### src/rtl/unary_add_n_if.sv
// unary_add_n_if: control, unary input and readout signals of the unary accumulator
interface unary_add_n_if #(
  parameter int N_IN  = 2,
  parameter int CNT_W = 8
);
  logic             en;
  logic [N_IN-1:0]  din;
  logic             clear;
  logic             read_or_write;
  logic             dout;
  logic             C;
  logic [CNT_W-1:0] count;
  logic             busy;
  logic             done;
  modport master (
    output en, din, clear, read_or_write,
    input  dout, C, count, busy, done
  );
  modport slave (
    input  en, din, clear, read_or_write,
    output dout, C, count, busy, done
  );
endinterface

### src/rtl/unary_add_n.sv
// unary_add_n: sums N_IN unary streams into a count with overflow flag, then replays it as a unary stream
module unary_add_n #(
  parameter int N_IN     = 2,
  parameter int CNT_W    = 8,
  parameter bit SATURATE = 1'b0
) (
  input logic          clk,
  input logic          rst,
  unary_add_n_if.slave bus
);
  localparam int ONES_W = $clog2(N_IN + 1);
  localparam int SUM_W  = CNT_W + 1;
  typedef enum logic [1:0] {ACC, READ, DONE} state_t;
  state_t state, state_nx;
  logic [CNT_W-1:0]  count_r, count_nx, rem, rem_nx;
  logic              c_r, c_nx, dout_r, dout_nx;
  logic [ONES_W-1:0] ones;
  logic [SUM_W-1:0]  sum;
  logic              ovf, rw;
  assign rw = bus.read_or_write;
  always_ff @(posedge clk)
    if (rst) state <= ACC;
    else if (bus.en) state <= state_nx;
  always_comb
    state_nx = state == ACC  ? (rw ? READ : ACC) :
               state == READ ? (!rw ? ACC : rem == '0 ? DONE : READ) :
                               (rw ? DONE : ACC);
  always_comb begin
    ones = '0;
    for (int i = 0; i < N_IN; i++) ones = ones + ONES_W'(bus.din[i]);
  end
  assign sum = {1'b0, count_r} + SUM_W'(ones);
  assign ovf = sum > {1'b0, {CNT_W{1'b1}}};
  // clear only touches count/C; the state walk and readout continue around it
  always_comb begin
    count_nx = count_r;
    c_nx     = c_r;
    rem_nx   = rem;
    dout_nx  = 1'b0;
    if (bus.clear) begin
      count_nx = '0;
      c_nx     = 1'b0;
    end else if (state == ACC && !rw) begin
      count_nx = !ovf ? sum[CNT_W-1:0] : SATURATE ? {CNT_W{1'b1}} : sum[CNT_W-1:0];
      c_nx     = c_r | ovf;
    end
    if (state == ACC && rw) rem_nx = count_r;
    if (state == READ && rw && rem != '0) begin
      dout_nx = 1'b1;
      rem_nx  = rem - 1'b1;
    end
  end
  always_ff @(posedge clk)
    if (rst) begin
      count_r <= '0;
      c_r     <= 1'b0;
      rem     <= '0;
      dout_r  <= 1'b0;
    end else if (bus.en) begin
      count_r <= count_nx;
      c_r     <= c_nx;
      rem     <= rem_nx;
      dout_r  <= dout_nx;
    end
  always_comb begin
    bus.busy  = state == READ;
    bus.done  = state == DONE;
    bus.count = count_r;
    bus.C     = c_r;
    bus.dout  = dout_r;
  end
endmodule

### src/flat_wrapper.sv
// flat-port wrapper written by rule: the top's interface ports become plain ports
module unary_add_n_flat 
#(
  parameter int N_IN     = 2,
  parameter int CNT_W    = 8,
  parameter bit SATURATE = 1'b0
)
  (clk, rst, bus_en, bus_din, bus_clear, bus_read_or_write, bus_dout, bus_C, bus_count, bus_busy, bus_done);
  unary_add_n_if #(.N_IN(N_IN), .CNT_W(CNT_W)) bus_i ();
  input logic clk;
  input logic rst;
  input wire logic [$bits(bus_i.en)-1:0] bus_en;
  input wire logic [$bits(bus_i.din)-1:0] bus_din;
  input wire logic [$bits(bus_i.clear)-1:0] bus_clear;
  input wire logic [$bits(bus_i.read_or_write)-1:0] bus_read_or_write;
  output wire logic [$bits(bus_i.dout)-1:0] bus_dout;
  output wire logic [$bits(bus_i.C)-1:0] bus_C;
  output wire logic [$bits(bus_i.count)-1:0] bus_count;
  output wire logic [$bits(bus_i.busy)-1:0] bus_busy;
  output wire logic [$bits(bus_i.done)-1:0] bus_done;
  assign bus_i.en = bus_en;
  assign bus_i.din = bus_din;
  assign bus_i.clear = bus_clear;
  assign bus_i.read_or_write = bus_read_or_write;
  assign bus_dout = bus_i.dout;
  assign bus_C = bus_i.C;
  assign bus_count = bus_i.count;
  assign bus_busy = bus_i.busy;
  assign bus_done = bus_i.done;
  unary_add_n #(.N_IN(N_IN), .CNT_W(CNT_W), .SATURATE(SATURATE)) u_core (.clk(clk), .rst(rst), .bus(bus_i));
endmodule
### config.mk
export PLATFORM = sky130hd
export DESIGN_NAME = unary_add_n_flat
export DESIGN_NICKNAME = d
export VERILOG_FILES = /design/src/rtl/unary_add_n_if.sv /design/src/rtl/unary_add_n.sv /design/src/flat_wrapper.sv
export SDC_FILE = /design/constraint.sdc
export NUM_CORES = 1
export LEC_CHECK = 0
export ABC_CLOCK_PERIOD_IN_PS = 3400
export CORE_UTILIZATION = 50
export DETAILED_ROUTE_END_ITERATION = 8
export PLACE_DENSITY = 0.76
export SLEW_MARGIN = 40
export SYNTH_ARGS = -nofsm -noshare
export SYNTH_HDL_FRONTEND = slang
export SYNTH_SLANG_ARGS = --single-unit
### constraint.sdc
create_clock -name clk -period 3.4 [get_ports clk]
set_input_delay 0.85 -clock clk [delete_from_list [all_inputs] [get_ports clk]]
set_output_delay 0.85 -clock clk [all_outputs]
set_load 0.05 [all_outputs]
# Word level (Yosys, flattened, before mapping)
# Cells that the tools add are included.
# totals
reg_bits	20
input_bits	7
output_inout_bits	12
# op_classes
add_sub_neg	3
magnitude_cmp	1
eq_ne	2
muxes	13
bitwise_logic	1
n_reduce_logical	12
# op_table
cell	n
two-way mux 8 bit	4
two-way mux 2 bit	5
adder 8 x 2 -> 9 bit	1
> comparator 9 x 8 -> 1 bit (second input constant)	1
logical NOT 8 bit	1
nonzero test 8 bit	1
subtractor 8 x 1 -> 8 bit (second input constant)	1
logical AND 1 bit	4
two-way mux 1 bit	4
AND reduction 2 bit	2
nonzero test 2 bit	2
adder 1 x 1 -> 2 bit	1
== test 2 x 1 -> 1 bit (second input constant)	1
== test 2 bit (second input constant)	1
logical NOT 2 bit	1
logical NOT 1 bit	1
OR 1 bit	1

# Longest topological paths before layout
# Gate-level depths: netlist (run 1).
# logic_depth
depth_word	6
ltp_mapped	6
mapped_depth_nobuf	6

# Least setup slack after synthesis (run 1)
# OpenSTA, ideal clock, no wires.
# synth_path
path_kind	input to register
startpoint	in bus_din[0]
endpoint	reg u_core.count_r[6], in the netlist u_core.bus.count[6]
arrival_ps	2124
setup_slack_ps	1206
path_stages	6
cell_sequence	fa_1 -> ha_1 -> and3_1 -> a311oi_1 -> o21ai_0 -> a21oi_1
# synth_between
elab_chain_len	4
# synth_rtl
element	line	rtl
start: declaration	flat_wrapper.sv:13	input wire logic [$bits(bus_i.din)-1:0] bus_din;
adder 1 x 1 -> 2 bit	unary_add_n.sv:30	for (int i = 0; i < N_IN; i++) ones = ones + ONES_W'(bus.din[i]);
adder 8 x 2 -> 9 bit	unary_add_n.sv:32	assign sum = {1'b0, count_r} + SUM_W'(ones);
two-way mux 8 bit	unary_add_n.sv:43	end else if (state == ACC && !rw) begin
two-way mux 8 bit	unary_add_n.sv:40	if (bus.clear) begin
end signal: assignment	unary_add_n.sv:60	count_r <= count_nx;
end: declaration	unary_add_n.sv:15	logic [CNT_W-1:0] count_r, count_nx, rem, rem_nx;
# Every way passes these cells. The select of a mux whose other input is x is not followed.
# A chain may end at the register's enable or synchronous reset.

# Final worst setup path (run 1)
# layout_path
startpoint	reg u_core.state[0]
endpoint	out bus_busy
# layout_between
elab_chain_len	1
# layout_rtl
element	line	rtl
start: declaration	unary_add_n.sv:14	state_t state, state_nx;
start signal: assignment	unary_add_n.sv:23	else if (bus.en) state <= state_nx;
== test 2 x 1 -> 1 bit	unary_add_n.sv:66	bus.busy = state == READ;
end: declaration	flat_wrapper.sv:19	output wire logic [$bits(bus_i.busy)-1:0] bus_busy;
# Every way passes these cells.

==> results of run 1 <==
[registers in the layout, indices dropped and copies added, names as in the netlist]
signal and count:
u_core.bus.count 8, u_core.state 2, u_core.bus.C 1, u_core.bus.dout 1
u_core.rem 8
[metrics by stage]
stage / total power (W) / util (%) / cells / setup slack [ns] / hold slack, ns
after floorplan: 0.0002785 / - / 135 / 1.206 / 0.4550
after global placement: 0.0002944 / 64.64 / 175 / 0.6578 / 0.4346
after detailed placement: 0.0002957 / 64.64 / 175 / 0.6342 / 0.4422
after CTS: 0.0004095 / 65.75 / 178 / 0.7390 / 0.4593
after global routing: 0.0004240 / 65.75 / 178 / 0.6789 / 0.5231
final: 0.0004088 / 65.75 / 178 / 0.7451 / 0.4574
[path summary, 6_finish.rpt]
kind	startpoint	to	slack, ns	depth (start not counted)
worst max-delay path	u_core.state[0]	bus_busy	0.75	2
worst min-delay path	u_core.bus.C	u_core.bus.C	0.46	2
worst max register to register	u_core.rem[0]	u_core.rem[3]	1.51	6
worst min register to register	u_core.bus.C	u_core.bus.C	0.46	2
[routing by layer]
layer	vias up	share of wire (%)	GRT usage (%)
li1	544	-	-
met2	43	45	36.04
met4	0	1.8	12.38
met3	5	6.1	3.395
met5	-	0	0
met1	532	47	35.82
[power breakdown]
group / switching (W) / total [W] / internal, W / leakage, nW
registers: 0.00000372 / 0.000240 / 0.000236 / 0.161
clock network: 0.0000761 / 0.000118 / 0.0000415 / 0.0138
logic: 0.0000316 / 0.0000513 / 0.0000197 / 0.250
total: 0.000111 / 0.000409 / 0.000297 / 0.425
[layout by cell type (no fill, tap or decap), types with 2 or more instances in the layout]
cell,Yosys,final
o211ai_1,2,2
nor3_1,3,3
mux2i_1,2,2
nor2_1,13,13
o32ai_1,4,4
inv_1,8,8
a32oi_1,2,2
xor2_1,3,3
a21oi_1,16,16
and3_1,2,2
a31oi_1,3,3
clkdlybuf4s50_1,0,18
nand3b_1,4,4
or4_1,2,2
nand3_1,5,5
a21o_1,2,2
ha_1,2,2
a22oi_1,2,2
o21ai_0,5,5
nor2b_1,5,5
nand2_1,2,2
clkbuf_4,0,3
dfxtp_1,20,20
or3_1,5,5
nand2b_1,2,2
[worst max-delay path, cell delays in order, from the launching register on]
cell,delay [ns]
dfxtp_1,0.52
nor2b_1,0.17
clkdlybuf4s50_1,0.81
[cells by family (layout without fill, tap and decap cells)]
| kind of cell | count (synthesis) | after routing | share of synthesized area [%] |
|---|---|---|---|
| adder cells (fa/ha/maj) | 3 | 3 | 3.978 |
| XOR/XNOR | 3 | 3 | 2.321 |
| multiplexers | 2 | 2 | 1.768 |
| buffers and inverters | 13 | 29 | 4.972 |
| AND/OR/NAND/NOR | 50 | 50 | 26.41 |
| flip-flops | 20 | 20 | 35.36 |
| AO/OA/AOI/OAI | 44 | 44 | 25.19 |
[area by class of cell]
| class | count | area (um2) |
|---|---|---|
| Timing Repair Buffer | 18 | 180.2 |
| Sequential cell | 20 | 400.4 |
| Clock buffer | 3 | 22.52 |
| Inverter | 8 | 30.03 |
| Fill cell | 198 | 699.4 |
| Multi-Input combinational cell | 102 | 675.6 |
| Tap cell | 27 | 33.78 |
==> metrics.csv, run 1 <==
stage,metric,value,unit
sta,min_period,2.655,ns
logic_synthesis,synth.most_common_cell,dfxtp_1,
drt,wl_per_cell,15.51,um
worst_setup_path,cp.required,2.55,ns
sta,hold_viol_final,0,
logic_synthesis,synth_nets,145,
pwr,leakage,0.4252,nW
floorplanning,die_area,2459,um2
clock_tree,htreeDepth,1,
logic_synthesis,synth_top_flop_cell,dfxtp_1,
floorplanning,die_y,49.59,um
worst_setup_path,cp_data_arrival_time,1.80,ns
place,gp_congestion,0.9351,
pwr,max-vdd-ir-drop,0.0002594,V
floorplanning,dieWidth,49.59,um
clock_tree,clk_pin_slew_worst_paths,0.12,ns
final_layout,drive_above_1_share,5.298,%
drt,routed_wl,2761,um
floorplanning,rows,16,
floorplanning,initial_utilization,55.45,%
clock_tree,ctsHoldBuffers,0,
global_routing,grt_pass1_wl,4650,um
worst_setup_path,worst_setup_path_end_kind,output port,
logic_synthesis,netlist.area_leader.share,35.36,%
drt,drtPass1Iterations,4,
clock_tree,post_cts_buffers,0,
logic_synthesis,synth.distinct_cells,41,
logic_synthesis,synth_top_area_cell,dfxtp_1,
worst_setup_path,critPathKind,reg -> out,
global_routing,grt_overflow,0,
clock_tree,clkSinkCount,20,
clock_tree,clk_path_buf_depth,2,
drt,antenna_left,0,
place,dpl_cell_area,1320,um2
clock_tree,numCtsBuffers,3,
logic_synthesis,synthArstFlopShare,0,%
min_path,hold_path_class,reg -> reg,
logic_synthesis,yosys_warnings,0,
outcome,status,"finished, final reports clean",
logic_synthesis,synth_commonest_cells,"dfxtp_1 (20), a21oi_1 (16), nor2_1 (13), inv_1 (8)",
logic_synthesis,syn_area_per_cell,8.388,um2
final_layout,area.growth.synth_to_final,18.56,%
clock_tree,cts_resized,0,
final_layout,diodes,0,
sta,drv_slew,0,
logic_synthesis,synth-seq-cells,20,
sta,slew_headroom,56.97,%
global_routing,grt_pass1_vias,993,
final_layout,nets,163,
logic_synthesis,synthesis.instances,135,
place,port-buffer-count,18,
logic_synthesis,syn_area,1132,um2
global_routing,antenna_found_initial,0,
place,hpwl,1995,um
logic_synthesis,synth_enable_flop_cells,0,
sta,finClkSkew,0.006045,ns
worst_setup_path,start_kind,flip-flop,
pwr,p_per_area,304.5,nW/um2
drt,vias,1124,
flow_run,max_cap_violations,0,
clock_tree,clk_latency,0.31,ns
sta,setup_tns,0,ns
drt,drcViolationCount,0,
sta,period_share,78.08,%
floorplanning,ios,19,
drt,drt-initial-drc-count,37,
global_routing,grt_use_total,24.90,%
drt,viasPerCell,6.315,
logic_synthesis,synth_area_leaders,"dfxtp_1 (35%), a21oi_1 (7.1%), nor2_1 (4.3%)",
sta,tightest_slew,0.6435,ns
sta,rsz0062_at_grt,false,
logic_synthesis,ys_seq_area_share,35.36,%
final_layout,fin_area,1343,um2
sta,setup_viol,0,
worst_setup_path,crit_fanout,10,
global_routing,grt_max_degree,18,
clock_tree,cts_tree,yes,
floorplanning,core,2042,um2
sta,timing.fmax,376.7,MHz
clock_tree,cts-root-buf,clkbuf_4,
No activity file was read; power rests on OpenSTA's default activity.
==> run 2, diff against run 1 <==
--- a/config.mk
+++ b/config.mk
@@ -5,10 +5,10 @@
 export SDC_FILE = /design/constraint.sdc
 export NUM_CORES = 1
 export LEC_CHECK = 0
-export ABC_CLOCK_PERIOD_IN_PS = 3400
-export CORE_UTILIZATION = 50
+export ABC_CLOCK_PERIOD_IN_PS = 2200
+export CORE_UTILIZATION = 46
 export DETAILED_ROUTE_END_ITERATION = 8
-export PLACE_DENSITY = 0.76
+export PLACE_DENSITY = 0.73
 export SLEW_MARGIN = 40
 export SYNTH_ARGS = -nofsm -noshare
 export SYNTH_HDL_FRONTEND = slang
==> constraint.sdc (replaced) <==
create_clock -name clk -period 2.2 [get_ports clk]
set_input_delay 0.55 -clock clk [delete_from_list [all_inputs] [get_ports clk]]
set_output_delay 0.55 -clock clk [all_outputs]
set_load 0.05 [all_outputs]
==> run 2 against run 1 <==
Compared with the run above: combinational power increased by 94%; critical path depth decreased by 1; register-to-register slack got worse by 1.2 ns; cell count increased by 11%; design area increased by 12%; worst hold slack got worse by 0.0051 ns; total power increased by 68%; routed wire length increased by 7.2%; clock skew about the same; global-route usage increased by 0.91 points; die area increased by 8.3%; critical path type unchanged.
==> metrics.csv, run 2 (same netlist as run 1, synthesis figures left out) <==
stage,metric,value,unit
final_layout,area.growth.synth_to_final,32.38,%
sta,setup_viol,0,
floorplanning,ios,19,
sta,slew_headroom,66.69,%
place,port-buffer-count,18,
global_routing,grt_use_total,25.82,%
pwr,p_per_area,458.6,nW/um2
pwr,leakage,0.5613,nW
floorplanning,die_area,2664,um2
worst_setup_path,critPathKind,reg -> out,
floorplanning,die_y,51.62,um
worst_setup_path,path_delay_family,buffers and inverters,
drt,drtPass1Iterations,4,
worst_setup_path,crit_slowest_cell,clkdlybuf4s50_1,
drt,dr_wl_met2,1374,um
global_routing,grt_pass1_vias,1126,
pwr,total_power,0.0006874,W
final_layout,diodes,0,
worst_setup_path,cpPeakStageDelay,0.84,ns
global_routing,grt_overflow,0,
drt,routed.top_layer,met4,
sta,rsz0062_at_grt,true,
sta,min_period,2.135,ns
global_routing,grt_pass1_wl,5119,um
worst_setup_path,path_buf_inv,1,
clock_tree,cts-root-buf,clkbuf_4,
clock_tree,htreeDepth,1,
sta,finClkSkew,0.006299,ns
floorplanning,dieWidth,51.62,um
place,hpwl,2290,um
final_layout,drive_above_1_share,17.65,%
drt,met1Wirelength,1413,um
clock_tree,clk_pin_slew_worst_paths,0.12,ns
drt,wl_met3,138,um
final_layout,utilization,65.86,%
final_layout,nets,181,
worst_setup_path,cp_data_arrival_time,1.59,ns
clock_tree,clk_path_buf_depth,2,
global_routing,antenna_found_initial,0,
final_layout,mostFrequentLayoutCells,"buf_4 (20), dfxtp_1 (20), a21oi_1 (16)",
global_routing,grt_max_degree,12,
sta,drv_slew,0,
final_layout,final_cells,198,
worst_setup_path,path_cells,clkdlybuf4s50_1,
drt,antenna_left,0,
worst_setup_path,worst_setup_path_end_kind,output port,
sta,timing.fmax,468.3,MHz
flow_run,max_cap_violations,0,
floorplanning,core,2276,um2
clock_tree,numCtsBuffers,3,
floorplanning,initial_utilization,49.75,%
pwr,max-vdd-ir-drop,0.0002855,V
outcome,status,"finished, final reports clean",
worst_setup_path,start_kind,flip-flop,
clock_tree,clk_latency,0.30,ns
worst_setup_path,crit_fanout,6,
place,dp_cells,194,
worst_setup_path,cp.required,1.65,ns
drt,drcViolationCount,0,
place,gp_congestion,0.9070,
clock_tree,cts_tree,yes,
drt,viasPerCell,5.879,
drt,vias,1164,
drt,drt-initial-drc-count,35,
clock_tree,clkSinkCount,20,
sta,period_share,97.06,%
floorplanning,rows,17,
drt,wl_per_cell,14.95,um
sta,hold_viol_final,0,
min_path,hold_path_class,reg -> reg,
sta,tightest_slew,0.4981,ns
drt,routed_wl,2960,um
[run 2: report_power, final]
| part | total (W) | switching [W] | internal, W |
|---|---|---|---|
| sequential | 0.000371 | 0.00000579 | 0.000365 |
| combinational | 0.0000993 | 0.0000535 | 0.0000459 |
| clock | 0.000217 | 0.000116 | 0.000101 |
| total | 0.000687 | 0.000176 | 0.000512 |
[run 2: area by class of cell]
class,count,area [um2]
multi-input combinational,102,681.9
timing repair buffer,36,315.3
tap,28,35.03
sequential,20,400.4
clock buffer,4,36.28
inverter,8,30.03
fill,202,777.0
[run 2: path summary, 6_finish.rpt]
| check | start | end | slack [ns] | cells past startpoint |
|---|---|---|---|---|
| min reg2reg | u_core.bus.C | u_core.bus.C | 0.45 | 2 |
| max | u_core.bus.count[6] | bus_count[6] | 0.06 | 1 |
| max reg2reg | u_core.bus.count[0] | u_core.bus.count[6] | 0.34 | 6 |
| min | u_core.bus.C | u_core.bus.C | 0.45 | 2 |
[run 2: layer usage]
metal,global-route usage (%),vias to the layer above
met5,0,-
met4,8.559,0
met3,2.924,4
met2,41.77,35
met1,35.50,542
li1,-,583
[run 2: repair_timing]
action / CTS / global route
hold endpoints to repair: 0 / 0
gates resized for setup: 0 / 3
setup endpoints to repair: 0 / 2
hold buffers: 0 / 0
setup buffers: 0 / 0
[run 2: metrics by stage]
| stage | instance area (um2) | hold WS (ns) | worst slack, ns | setup TNS, ns |
|---|---|---|---|---|
| floorplan | 1132 | 0.4550 | 0.1696 | 0 |
| global placement | 1451 | 0.4360 | -0.1232 | -0.2699 |
| detailed placement | 1451 | 0.4392 | -0.2418 | -0.5664 |
| CTS | 1488 | 0.4573 | 0.02076 | 0 |
| global route | 1499 | 0.5070 | -0.002505 | -0.002505 |
| finish | 1499 | 0.4523 | 0.06475 | 0 |
